File: src/rtl/dll_pkg.sv
// Shared DLL definitions: sequencer states, default loop constants and the SAR start code.
// The SAR and the sequencer must agree on SAR_START_CODE so that a clear lands on mid-code.
package dll_pkg;

  localparam int NBITS_DEF       = 10;
  localparam int SETTLE_CYC_DEF  = 8;
  localparam int AVG_LEN_DEF     = 4;
  localparam int TRACK_LIMIT_DEF = 4;

  localparam logic [NBITS_DEF-1:0] SAR_START_CODE = 10'b1000000000;

  typedef enum logic [2:0] {
    ST_IDLE,
    ST_CLR,
    ST_SETTLE,
    ST_SAMPLE,
    ST_DECIDE,
    ST_STEP
  } state_t;

  function automatic logic [7:0] sat_inc8(input logic [7:0] v);
    return (v == 8'hFF) ? v : v + 8'd1;
  endfunction

endpackage

File: src/rtl/dll_pd_window.sv
// Phase-detector window: counts pd_lag ones over AVG_LEN sample cycles and reports majority/unanimity.
// Result is valid the cycle after the last enabled sample; no backpressure, the FSM paces it.
module dll_pd_window #(
  parameter int AVG_LEN = 4
) (
  input  logic clk,
  input  logic rst,
  input  logic clr,
  input  logic en,
  input  logic pd_lag,
  output logic last,
  output logic lag_major,
  output logic unanimous
);

  localparam int OW = $clog2(AVG_LEN + 1);
  localparam int CW = (AVG_LEN > 1) ? $clog2(AVG_LEN) : 1;

  logic [OW-1:0] ones;
  logic [CW-1:0] cnt;
  logic [OW:0]   ones_x2;

  assign last = en && (cnt == CW'(AVG_LEN - 1));

  always_ff @(posedge clk or posedge rst) begin
    if (rst) begin
      ones <= '0;
      cnt  <= '0;
    end else if (clr) begin
      ones <= '0;
      cnt  <= '0;
    end else if (en) begin
      ones <= ones + OW'(pd_lag);
      cnt  <= last ? '0 : cnt + 1'b1;
    end
  end

  // A tie (exactly half the samples lagging) resolves to lag.
  assign ones_x2   = {ones, 1'b0};
  assign lag_major = (ones_x2 >= (OW + 1)'(AVG_LEN));
  assign unanimous = (ones == '0) || (ones == OW'(AVG_LEN));

endmodule

File: src/rtl/dll_sar_sequencer.sv
// DLL SAR initiator: clear, settle, sample-window, decide, step; locks after NBITS decisions, then tracks.
// Decision period SETTLE_CYC+AVG_LEN+2 cycles; enable low aborts to IDLE next cycle, no partial step.
module dll_sar_sequencer
  import dll_pkg::*;
#(
  parameter int NBITS       = NBITS_DEF,
  parameter int SETTLE_CYC  = SETTLE_CYC_DEF,
  parameter int AVG_LEN     = AVG_LEN_DEF,
  parameter int TRACK_LIMIT = TRACK_LIMIT_DEF
) (
  input  logic                         clk,
  input  logic                         rst,
  input  logic                         enable,
  input  logic                         pd_lag,
  output logic                         comp,
  output logic                         sar_step,
  output logic                         sar_clr,
  output logic                         busy,
  output logic                         lock,
  output logic [$clog2(NBITS+1)-1:0]   step_cnt,
  output logic [7:0]                   relock_cnt
);

  localparam int SCW = $clog2(NBITS + 1);
  localparam int SW  = (SETTLE_CYC > 1) ? $clog2(SETTLE_CYC) : 1;
  localparam int TW  = $clog2(TRACK_LIMIT + 1);

  state_t         state, state_nxt;
  logic [SW-1:0]  settle_cnt, settle_nxt;
  logic [TW-1:0]  track, track_nxt, track_upd;
  logic           track_hit;
  logic           comp_nxt, lock_nxt;
  logic [SCW-1:0] step_nxt;
  logic [7:0]     relock_nxt;

  logic win_last, win_major, win_unan;

  dll_pd_window #(
    .AVG_LEN (AVG_LEN)
  ) u_window (
    .clk       (clk),
    .rst       (rst),
    .clr       (state == ST_SETTLE),
    .en        (state == ST_SAMPLE),
    .pd_lag    (pd_lag),
    .last      (win_last),
    .lag_major (win_major),
    .unanimous (win_unan)
  );

  always_ff @(posedge clk or posedge rst) begin
    if (rst) state <= ST_IDLE;
    else     state <= state_nxt;
  end

  always_comb begin
    state_nxt  = state;
    settle_nxt = '0;
    track_nxt  = track;
    comp_nxt   = comp;
    lock_nxt   = lock;
    step_nxt   = step_cnt;
    relock_nxt = relock_cnt;

    // comp still holds the previous window's direction while in DECIDE.
    if (win_unan && (win_major == comp)) track_upd = track + 1'b1;
    else if (win_unan)                   track_upd = TW'(1);
    else                                 track_upd = '0;
    track_hit = lock && (track_upd == TW'(TRACK_LIMIT));

    case (state)
      ST_IDLE:   if (enable) state_nxt = ST_CLR;
      ST_CLR:    state_nxt = ST_SETTLE;
      ST_SETTLE: begin
        if (settle_cnt == SW'(SETTLE_CYC - 1)) state_nxt = ST_SAMPLE;
        else                                   settle_nxt = settle_cnt + 1'b1;
      end
      ST_SAMPLE: if (win_last) state_nxt = ST_DECIDE;
      ST_DECIDE: begin
        comp_nxt  = win_major;
        state_nxt = ST_STEP;
        if (lock) begin
          track_nxt = track_upd;
          if (track_hit) begin
            state_nxt  = ST_CLR;
            relock_nxt = sat_inc8(relock_cnt);
          end
        end
      end
      ST_STEP: begin
        // step_cnt already counts this step, so lock follows the NBITS-th strobe.
        if (step_cnt == SCW'(NBITS)) lock_nxt = 1'b1;
        state_nxt = ST_SETTLE;
      end
      default:   state_nxt = ST_IDLE;
    endcase

    if (state_nxt == ST_STEP && step_cnt != SCW'(NBITS)) step_nxt = step_cnt + 1'b1;

    if (state_nxt == ST_CLR) begin
      step_nxt  = '0;
      track_nxt = '0;
      lock_nxt  = 1'b0;
    end

    if (!enable) begin
      state_nxt  = ST_IDLE;
      settle_nxt = '0;
      track_nxt  = '0;
      lock_nxt   = 1'b0;
      comp_nxt   = comp;
      step_nxt   = step_cnt;
      relock_nxt = relock_cnt;
    end
  end

  always_ff @(posedge clk or posedge rst) begin
    if (rst) begin
      settle_cnt <= '0;
      track      <= '0;
      comp       <= 1'b0;
      lock       <= 1'b0;
      step_cnt   <= '0;
      relock_cnt <= '0;
      sar_step   <= 1'b0;
      sar_clr    <= 1'b0;
      busy       <= 1'b0;
    end else begin
      settle_cnt <= settle_nxt;
      track      <= track_nxt;
      comp       <= comp_nxt;
      lock       <= lock_nxt;
      step_cnt   <= step_nxt;
      relock_cnt <= relock_nxt;
      sar_step   <= (state_nxt == ST_STEP);
      sar_clr    <= (state_nxt == ST_CLR);
      busy       <= (state_nxt != ST_IDLE);
    end
  end

endmodule

File: config.mk
export PLATFORM = sky130hd
export DESIGN_NAME = dll_sar_sequencer
export DESIGN_NICKNAME = d
export VERILOG_FILES = /design/src/rtl/dll_pkg.sv /design/src/rtl/dll_pd_window.sv /design/src/rtl/dll_sar_sequencer.sv
export SDC_FILE = /design/constraint.sdc
export NUM_CORES = 1
export LEC_CHECK = 0
export BUFFER_PORTS_ARGS = -buffer_cell sky130_fd_sc_hd__buf_2
export CAP_MARGIN = 20
export CORE_ASPECT_RATIO = 0.9
export CORE_MARGIN = 5
export CORE_UTILIZATION = 35
export DETAILED_ROUTE_END_ITERATION = 8
export PLACE_DENSITY = 0.55
export SYNTH_ARGS = -nofsm -noshare
export SYNTH_HDL_FRONTEND = slang
export SYNTH_HIERARCHICAL = 1
export SYNTH_SLANG_ARGS = --single-unit
File: constraint.sdc
create_clock -name clk -period 4.5 [get_ports clk]
set_input_delay 0.9 -clock clk [delete_from_list [all_inputs] [get_ports clk]]
set_output_delay 0.9 -clock clk [all_outputs]
set_load 0.02 [all_outputs]
==> results summary <==
The flow ran to the end, and the final reports show no timing, DRC or antenna violations. The tightest min-delay check is of the reg -> reg type. The internal power is a little over 500 uW. The highest fanout seen on the critical path is 5. The endpoint arrival time on the critical path came out at 2.31 ns. Entering global routing, the biggest net connects 27 pins.

The maximum root-to-sink buffer count is 2. The floorplan die width came out at roughly 81 um. Among all flip-flop cells after synthesis, the most frequent one is sky130_fd_sc_hd__dfrtp_1.

The gate count after technology mapping came out at 146. The worst setup path is captured at a register. For the final routed database, the setup TNS stands at 0 ns.

The signal on the critical path passes through or2_2 > xnor2_2 > nand4_2 > or3_1 > nor2_1 > xor2_1. The placer's final routability congestion estimate came out at between 0.7 and 0.8. The power share of the combinational group is 13.4%.

The tree is rooted in a sky130_fd_sc_hd__clkbuf_8. The floorplan core area came out at between 0.004 and 0.005 mm2. The wire length reported by the detailed router came out at roughly 3000 um.

The path type of the worst setup path is reg -> reg. The number of enable-type register cells in the synthesized netlist came out at 0. In this run the number of H-tree levels came out at 2. Counting I/O delays and the setup requirement, the final critical path takes 2.11 ns. The highest cell delay on the worst timing path is roughly 0.55 ns.

The starting density of the core came out at between 30% and 40%. The beginning of the worst register-to-register path is u_window/ones[1]. The synthesized area divided by synthesized cell count came out at 10.9 um2. The power per unit of standard cell area is 372 mW/mm2.

In the post-route analysis, the smallest setup slack over all paths is ~2.4 ns. The number of antenna diodes in the final layout is 0. The worst setup path startpoint is u_window/ones[1].

The clock input transition at the sequential cells of the worst setup and hold paths came out at around 0.070 ns. The count of hold-fix buffers inserted at cts came out at 0. For this design, the slowest cell found on the critical path is sky130_fd_sc_hd__or3_1. For this design the static power due to leakage is approximately 1.0 nW. Timing analysis after detailed placement gives a worst setup slack of around 2.4 ns. In this run the tool buffered the top-level ports with 20 buffer cells.

The reported net switching power came out at between 150 and 200 uW. The number of fill cells in the layout came out at around 460. Setup repair after global routing left no endpoint under its margin. The die covers approximately 0.006 mm2.

After the last flow step, the layout net total stands at about 180. The setup clock skew after layout is about 0.0084 ns. The synthesized design devotes to its leading area cell type between 40% and 50% of total area. The number of detailed-routing iterations run before antenna repair is 4. After legalization and detailed placement, the total HPWL measured roughly 2200 um. The part of the Yosys area used for sequential elements is between 40% and 50%. The global-route usage over all layers is about an eighth. In this run, flip-flops and latches consume 45.7% of the power. The worst setup path is launched from a register. In the post-synthesis netlist, the biggest area contributors are sky130_fd_sc_hd__dfrtp_1 (49%), sky130_fd_sc_hd__ha_1 (7.1%), sky130_fd_sc_hd__nor2_1 (3.1%), sky130_fd_sc_hd__buf_6 (2.8%), sky130_fd_sc_hd__nand2_1 (2.8%).

The final number of max-transition violations is 0. The proportion of layout cells with a drive suffix above 1 came out at between 20% and 30%. The achievable clock frequency is approximately 470 MHz. The wire length of the first global-routing pass came out at approximately 5500 um.

The count of distinct cell types in the synthesized netlist came out at 43. The share of async-settable or async-resettable flops after synthesis came out at 100%. The actual slew at the worst max-slew pin came out at 0.451 ns. The number of global-route vias before repair came out at approximately 1200. During I/O placement, the number of pins put on the boundary was 21. For the worst-skew pair, the clock arrives at the later sink with an insertion delay of between 0.2 and 0.3 ns. For this run, the number of Yosys warnings is 6.

The max-capacitance violation count is 0. Once detail routing completed, the nets flagged for antenna violations numbered 0. The initial antenna violation count was 0. In the post-synthesis netlist, the cell with the most instances is sky130_fd_sc_hd__dfrtp_1. Across the VDD grid, the largest voltage drop is ~0.00017 V. The flip-flop and latch count after synthesis is 31. The count of final setup violators is 0. The global route total overflow came out at 0. The floorplan has 23 rows. The total CTS buffers came out at 5. For this run, design rule violations remaining after detail routing come to 0. The post-cts gate resize count is 0.

The synthesis-to-layout area growth is 17.5%. The required time of the worst setup path came out at between 4 and 5 ns. TritonCTS built the clock tree. Of the total power, the clock network draws between 40 and 50%.

The synthesized design spends more area on one cell type than any other, namely sky130_fd_sc_hd__dfrtp_1. On the critical path the largest part of the delay comes from simple AND/OR/NAND/NOR gates. The final hold violation count came to 0.

The number of buffers inserted to repair setup after CTS is 0. The height of the die is around 74 um. By count the netlist is led by sky130_fd_sc_hd__dfrtp_1 (31), sky130_fd_sc_hd__nor2_1 (13), sky130_fd_sc_hd__nand2_1 (12). After detailed routing, the number of vias per cell comes to 4.80. The average wire per standard cell is around 13 um. The share of the clock period used by the worst path after layout came out at between 40% and 50%. The first routing iteration left 47 violations. The buffers plus inverters on the worst setup path is 0.

The cell area after synthesis came out at 0.00159 mm2. The post-synthesis net count came out at 159. The routed via count came out at between 1000 and 1500.

The worst-case headroom to the max-slew limit is 69.7%. The startpoint identified for the worst hold timing path is settle_cnt[0]. The switching fraction of total power came out at a little over a quarter. The clock sink count came out at 31.
power groups by stage:
| stage | Clock, mW | Combinational [mW] | Sequential (mW) |
|---|---|---|---|
| after global placement | 0 | 0.0877 | 0.322 |
| after CTS | 0.291 | 0.0913 | 0.318 |
| after floorplan | 0 | 0.0630 | 0.326 |
| final | 0.285 | 0.0933 | 0.318 |
| after global routing | 0.306 | 0.108 | 0.321 |
| after detailed placement | 0 | 0.0906 | 0.323 |
worst register-to-register path, cell delays in order (launching register included):
cell and delay (ns):
sky130_fd_sc_hd__dfrtp_1 0.41, sky130_fd_sc_hd__or2_2 0.34, sky130_fd_sc_hd__xnor2_2 0.20, sky130_fd_sc_hd__nand4_2 0.19, sky130_fd_sc_hd__or3_1 0.55, sky130_fd_sc_hd__nor2_1 0.17
sky130_fd_sc_hd__xor2_1 0.16
placed cells by master (no fill, tap or decap), types with 3 or more instances in the layout:
cell / n
sky130_fd_sc_hd__xnor2_1: 5
sky130_fd_sc_hd__nor2_1: 13
sky130_fd_sc_hd__o21ai_0: 3
sky130_fd_sc_hd__a21oi_1: 7
sky130_fd_sc_hd__xor2_1: 4
sky130_fd_sc_hd__buf_2: 21
sky130_fd_sc_hd__ha_1: 9
sky130_fd_sc_hd__clkbuf_8: 6
sky130_fd_sc_hd__nand3_1: 5
sky130_fd_sc_hd__mux2i_1: 3
sky130_fd_sc_hd__and3_1: 4
sky130_fd_sc_hd__nor3_1: 3
sky130_fd_sc_hd__dfrtp_1: 31
sky130_fd_sc_hd__nand2_1: 12
sky130_fd_sc_hd__inv_1: 4
sky130_fd_sc_hd__a21o_1: 3
sky130_fd_sc_hd__nand3b_1: 3
sky130_fd_sc_hd__nand4_1: 3
logic make-up after synthesis:
family          Yosys count  synth area share (%)
fa+ha+maj                 9                  7.08
simple gates             59                  21.3
compound gates           24                  10.2
flops                    31                  48.8
buf+inv                   9                  4.01
mux                       4                  2.60
xor+xnor                 10                  5.98
state kept, by name, summed over array words and instances (netlist names):
register and cells:
relock_cnt 8, step_cnt 4, settle_cnt 3, state 3, track 3, u_window/ones 3
u_window/cnt 2, busy 1, comp 1, lock 1, sar_clr 1, sar_step 1
through the flow:
step | power (mW) | hold WS [ns] | area, um2 | instances | util [%]
global route | 0.734 | 0.474 | 1870 | 233 | 42.2
detailed placement | 0.414 | 0.449 | 1720 | 223 | 38.8
floorplan | 0.389 | 0.412 | 1590 | 146 | -
global placement | 0.409 | 0.428 | 1720 | 223 | 38.8
CTS | 0.701 | 0.458 | 1840 | 231 | 41.4
finish | 0.696 | 0.449 | 1870 | 233 | 42.2
area by class of cell:
| type | instances | area, um2 | area share, % |
|---|---|---|---|
| clock buffer | 6 | 82.6 | 4.42 |
| clock inverter | 2 | 35.0 | 1.87 |
| inverter | 4 | 15.0 | 0.803 |
| multi-input combinational | 106 | 751 | 40.2 |
| sequential | 31 | 776 | 41.5 |
| tap | 62 | 77.6 | 4.15 |
| timing repair buffer | 22 | 133 | 7.10 |
routing by layer:
metal / global-route usage, % / part of all wire, %
met5: 0 / 0
met4: 5.07 / 2.0
met3: 3.75 / 4.4
met2: 18.5 / 45
met1: 15.6 / 49
worst paths after layout:
check,endpoint,slack [ns],cells past startpoint
setup reg to reg,relock_cnt[3],2.39,6
max in group asynchronous,state[0],3.43,3
hold / removal,settle_cnt[0],0.45,1
hold reg to reg,settle_cnt[0],0.45,1
min in group asynchronous,u_window/ones[0],0.52,2
setup / recovery,relock_cnt[3],2.39,6
Power figures use the tool's default switching activity.
